**src/rtl/fsm_for_matrix_multiplication_accelerator.sv**
```systemverilog
// ---------------------------------------------------------------------------
// fsm_for_matrix_multiplication_accelerator
//
// Control FSM for the matrix-multiplication accelerator. One pass computes one
// row of C:
//   1. Buffer a row of A into the row register.
//   2. Run the MAC array against B.
//   3. Write the result row of C back to BRAM.
// Passes repeat until the row counter reports full. The FSM then returns to
// idle and pulses finish for one cycle.
//
// Ports:
//   clk             system clock, rising edge
//   rst_n           asynchronous reset, ACTIVE-HIGH (1 = reset)
//   start           begin a multiplication (sampled only in IDLE)
//   register_ready  row register captured the A row
//   fetch_A_ready   BRAM controller delivered the A row
//   MACs_ready      MAC array finished accumulating the row
//   fetch_B_ready   BRAM controller delivered B operands
//   full            row counter at last row (qualified by store_C_ready)
//   store_C_ready   BRAM controller stored the C row
//   register_enable row register load enable
//   MACs_enable     MAC accumulate enable
//   MACs_reset      MAC accumulator clear
//   fetch_A         A-row fetch request
//   fetch_B         B fetch request
//   store_C         C-row store request
//   finish          one-cycle completion pulse
//
// Handshake semantics:
//   Each request output (fetch_A, fetch_B, store_C and their enables) is held
//   high for as long as the FSM stays in the owning state. The FSM leaves that
//   state on the first rising edge where all of that state's ready inputs are
//   high together. A ready input is only looked at in its owning state. It is
//   not latched, so a ready that arrives early or in another state has no
//   effect.
//
// The current state is available as the internal signal "state" (one-hot).
// ---------------------------------------------------------------------------
module fsm_for_matrix_multiplication_accelerator (
  input  logic clk,
  input  logic rst_n,
  input  logic start,
  input  logic register_ready,
  input  logic fetch_A_ready,
  input  logic MACs_ready,
  input  logic fetch_B_ready,
  input  logic full,
  input  logic store_C_ready,
  output logic register_enable,
  output logic MACs_enable,
  output logic MACs_reset,
  output logic fetch_A,
  output logic fetch_B,
  output logic store_C,
  output logic finish
);

  typedef enum logic [3:0] {
    IDLE                = 4'b0001,
    BUFFER_ROW_A        = 4'b0010,
    MULTIPLY_ACCUMULATE = 4'b0100,
    WRITE_ROW_C         = 4'b1000
  } state_t;

  state_t     state_q, state_d;
  logic [3:0] state;

  logic register_enable_q;
  logic MACs_enable_q;
  logic MACs_reset_q;
  logic fetch_A_q;
  logic fetch_B_q;
  logic store_C_q;
  logic finish_q;
  logic last_row_done;

  assign state = state_q;

  // The final row has been stored. This is the only path back to IDLE that
  // raises finish.
  assign last_row_done = (state_q == WRITE_ROW_C) && store_C_ready && full;

  always_comb begin
    state_d = state_q;
    case (state_q)
      IDLE: begin
        if (start) state_d = BUFFER_ROW_A;
      end
      BUFFER_ROW_A: begin
        if (fetch_A_ready && register_ready) state_d = MULTIPLY_ACCUMULATE;
      end
      MULTIPLY_ACCUMULATE: begin
        if (fetch_B_ready && MACs_ready) state_d = WRITE_ROW_C;
      end
      WRITE_ROW_C: begin
        if (store_C_ready) state_d = full ? IDLE : BUFFER_ROW_A;
      end
      // Any non-one-hot code recovers to IDLE.
      default: state_d = IDLE;
    endcase
  end

  // The outputs are registered from the next state. This keeps them Moore
  // outputs of the current state while still being flop-driven.
  always_ff @(posedge clk or posedge rst_n) begin
    if (rst_n) begin
      state_q           <= IDLE;
      register_enable_q <= 1'b0;
      MACs_enable_q     <= 1'b0;
      MACs_reset_q      <= 1'b1;
      fetch_A_q         <= 1'b0;
      fetch_B_q         <= 1'b0;
      store_C_q         <= 1'b0;
      finish_q          <= 1'b0;
    end else begin
      state_q           <= state_d;
      register_enable_q <= (state_d == BUFFER_ROW_A);
      fetch_A_q         <= (state_d == BUFFER_ROW_A);
      // Accumulators are held clear in IDLE and while each A row is buffered.
      MACs_reset_q      <= (state_d == IDLE) || (state_d == BUFFER_ROW_A);
      MACs_enable_q     <= (state_d == MULTIPLY_ACCUMULATE);
      fetch_B_q         <= (state_d == MULTIPLY_ACCUMULATE);
      store_C_q         <= (state_d == WRITE_ROW_C);
      finish_q          <= last_row_done;
    end
  end

  assign register_enable = register_enable_q;
  assign MACs_enable     = MACs_enable_q;
  assign MACs_reset      = MACs_reset_q;
  assign fetch_A         = fetch_A_q;
  assign fetch_B         = fetch_B_q;
  assign store_C         = store_C_q;
  assign finish          = finish_q;

endmodule

```
**config.mk**
```make
export PLATFORM = sky130hd
export DESIGN_NAME = fsm_for_matrix_multiplication_accelerator
export DESIGN_NICKNAME = d
export VERILOG_FILES = /design/src/rtl/fsm_for_matrix_multiplication_accelerator.sv
export SDC_FILE = /design/constraint.sdc
export NUM_CORES = 1
export LEC_CHECK = 0
export ABC_AREA = 1
export CORE_AREA = 2 2 39 41
export DETAILED_ROUTE_END_ITERATION = 8
export DIE_AREA = 0 0 41 43
export PLACE_DENSITY = 0.75
export SLEW_MARGIN = 40
export SYNTH_ARGS = -nofsm -noshare
export SYNTH_HDL_FRONTEND = slang
export SYNTH_SLANG_ARGS = --single-unit
```
**constraint.sdc**
```tcl
create_clock -name clk -period 1.3 [get_ports clk]
set_clock_uncertainty 0.15 [all_clocks]
set_input_delay 0.26 -clock clk [delete_from_list [all_inputs] [get_ports clk]]
set_output_delay 0.26 -clock clk [all_outputs]
set_load 0.02 [all_outputs]
```
==> flow_summary.toml, run 1 <==
[outcome]
outcome = "finished, final reports clean"

[sta]
finalSetupTns_ns = 0
period_share = 1.00
worst_slew_margin_rel = 0.775
setup_viol = 0
slew_viol_final = 0
fin_crit_ns = 1.30
hold_violations = 0
max_freq_ghz = 0.769
worst_slew_pin_slew_ns = 0.337
rsz0062_at_grt = "true"

[critical_path]
path_cells = "buf_6"
crit_path_max_fanout = 1
critPathTopFamily = "flip-flops"
crit_path_end_kind = "output port"
slowest_stage = "dfstp_2"
crit_type = "register to output port"
path_buf_inv = 1
cp.depth = 1
crit_path_max_incr_delay_ns = 0.53
reg2reg_depth = 5
start_kind = "register"
cp.required_ns = 0.89
arrival_ns = 0.89

[synth]
syn_area_sq_um = 470
synthCells = 61
yosysUniqueCellTypes = 13
synth_nets = 70
syn_area_per_cell_sq_um = 7.71
yosysSeqAreaShare = 0.484
yosysWarnings = 0
ys_ff_latch = 9

[finish]
multi_input_area_sq_um = 183
finalNetCount = 88
area_growth_pct = 33.8
regArea_sq_um = 228
drive_above_1_share = 0.308
final-instance-count-excl-fill = 94
antenna_cells = 0
fill_cells = 137

[run]
cap_violations = 0

[worst_hold_path]
worstHoldPathType = "input port to async pin"

[die]
initial_core_util = 0.340
num_io_pins = 16
fp.dieW_um = 41
fp-row-count = 14
dieArea_sq_mm = 0.00176
die_y_um = 43
core-area_sq_mm = 0.00138

[global_route]
gr-total-overflow = 0
grtUsageTotal = 0.115
antenna_found_initial = 0
grt_max_degree = 10
grt_pass1_wl_um = 1300
grt_pass1_vias = 316

[power_and_ir_drop]
power_leakage_nw = 0.366
power.density_mw_per_mm2 = 1530
peakVddDrop_mv = 0.631

[clock_network]
hold_buffers = 0
cts_made_buffers = 3
insertion_delay_ns = 0.25
cts_buffer_depth = 2
cts-htree-levels = 1
clkSlewWorstSetupHoldPaths_ns = 0.06
numClockSinks = 9
cts_tree = "done"
root_buffer = "clkbuf_4"

[routing]
first_iter_violations = 6
ant_nets = 0
totalWireLength_um = 809
vias = 394
drc = 0
vias_per_cell = 4.19
routedWlPerCell_um = 8.61
first_pass_iters = 4

[placed_design]
dp_hpwl_um = 699
io_buffer_count = 15
placed_cells = 90
gp_congestion = 0.723
==> cell usage after synthesis <==
library cell | number | share of area
nand2_4 | 1 | 0.024
inv_1 | 9 | 0.072
nor2_1 | 6 | 0.048
nand2_1 | 18 | 0.14
nor2_4 | 1 | 0.024
dfstp_2 | 2 | 0.11
nand2_2 | 4 | 0.053
dfrtp_1 | 7 | 0.37
nor2_2 | 3 | 0.040
inv_2 | 3 | 0.024
nand3_1 | 4 | 0.043
buf_4 | 2 | 0.032
nand4_1 | 1 | 0.013
==> cell families (layout without fill, tap and decap cells) <==
| kind of cell | count (synthesis) | count (layout) | share of synthesized area |
|---|---|---|---|
| buf+inv | 14 | 31 | 0.128 |
| flops | 9 | 9 | 0.484 |
| simple gates | 38 | 38 | 0.388 |
==> through the flow <==
step                power [mW]  hold slack [ns]  worst slack [ns]  instance area [sq um]   util
floorplan                0.682          -0.0635             0.195                    470      -
global placement         0.783            0.398            -0.189                    626  0.452
detailed placement       0.793            0.400            -0.214                    626  0.452
CTS                      0.994            0.122          -0.00948                    654  0.473
global route              1.05            0.153           -0.0333                    629  0.455
finish                   0.961            0.109         0.0000476                    629  0.455
==> layout by cell type, fill, tap and decap left out, drive strengths merged <==
cell and n:
clkbuf 4, nor2 10, dfrtp 7, nand3 4, clkdlybuf4s15 1, buf 6, clkdlybuf4s50 8, inv 12
nand4 1, nand2 23, dfstp 2
==> layout make-up <==
type	count	area share
Sequential cell	9	0.362
Multi-Input combinational cell	38	0.290
Inverter	12	0.0716
Tap cell	16	0.0318
Clock buffer	4	0.0417
Timing Repair Buffer	15	0.203
==> state kept, by name, summed over array words and instances, names as in the netlist <==
| register | count |
|---|---|
| state | 4 |
| MACs_reset | 1 |
| finish | 1 |
| fetch_B | 1 |
| store_C | 1 |
| fetch_A | 1 |
==> layer usage <==
| layer | share of wire | up-vias | wire (um) | GRT usage |
|---|---|---|---|---|
| li1 | - | 212 | - | - |
| met1 | 0.38 | 171 | 308 | 0.151 |
| met2 | 0.57 | 9 | 462 | 0.156 |
| met3 | 0.040 | 2 | 32 | 0.0314 |
| met4 | 0.0062 | 0 | 5 | 0.0800 |
| met5 | 0 | - | 0 | 0 |
==> what timing repair did <==
action,4_1_cts,5_1_grt
cloned,0,0
resized for setup,25,4
setup buffers,0,0
setup endpoints to repair,7,5
==> path summary, 6_finish.rpt <==
kind | from | slack, ns | to
setup / recovery | MACs_reset | 0.00005 | MACs_reset
hold / removal | rst_n | 0.11 | state[2]
setup reg to reg | state[0] | 0.13 | fetch_A
hold reg to reg | state[2] | 0.45 | finish
max in group asynchronous | rst_n | 0.60 | MACs_reset
min in group clk | state[2] | 0.45 | finish
==> where the power goes <==
group	total [mW]	switching [mW]	internal [mW]
combinational	0.360	0.221	0.139
clock	0.209	0.0914	0.118
sequential	0.392	0.0411	0.351
No activity file was read; power rests on OpenSTA's default activity.
==> run 2, diff against run 1 <==
- GPL_ROUTABILITY_DRIVEN: not set -> 0
==> results of run 2 <==
No change in the layout: final DEF, timing and power equal those of run 1.
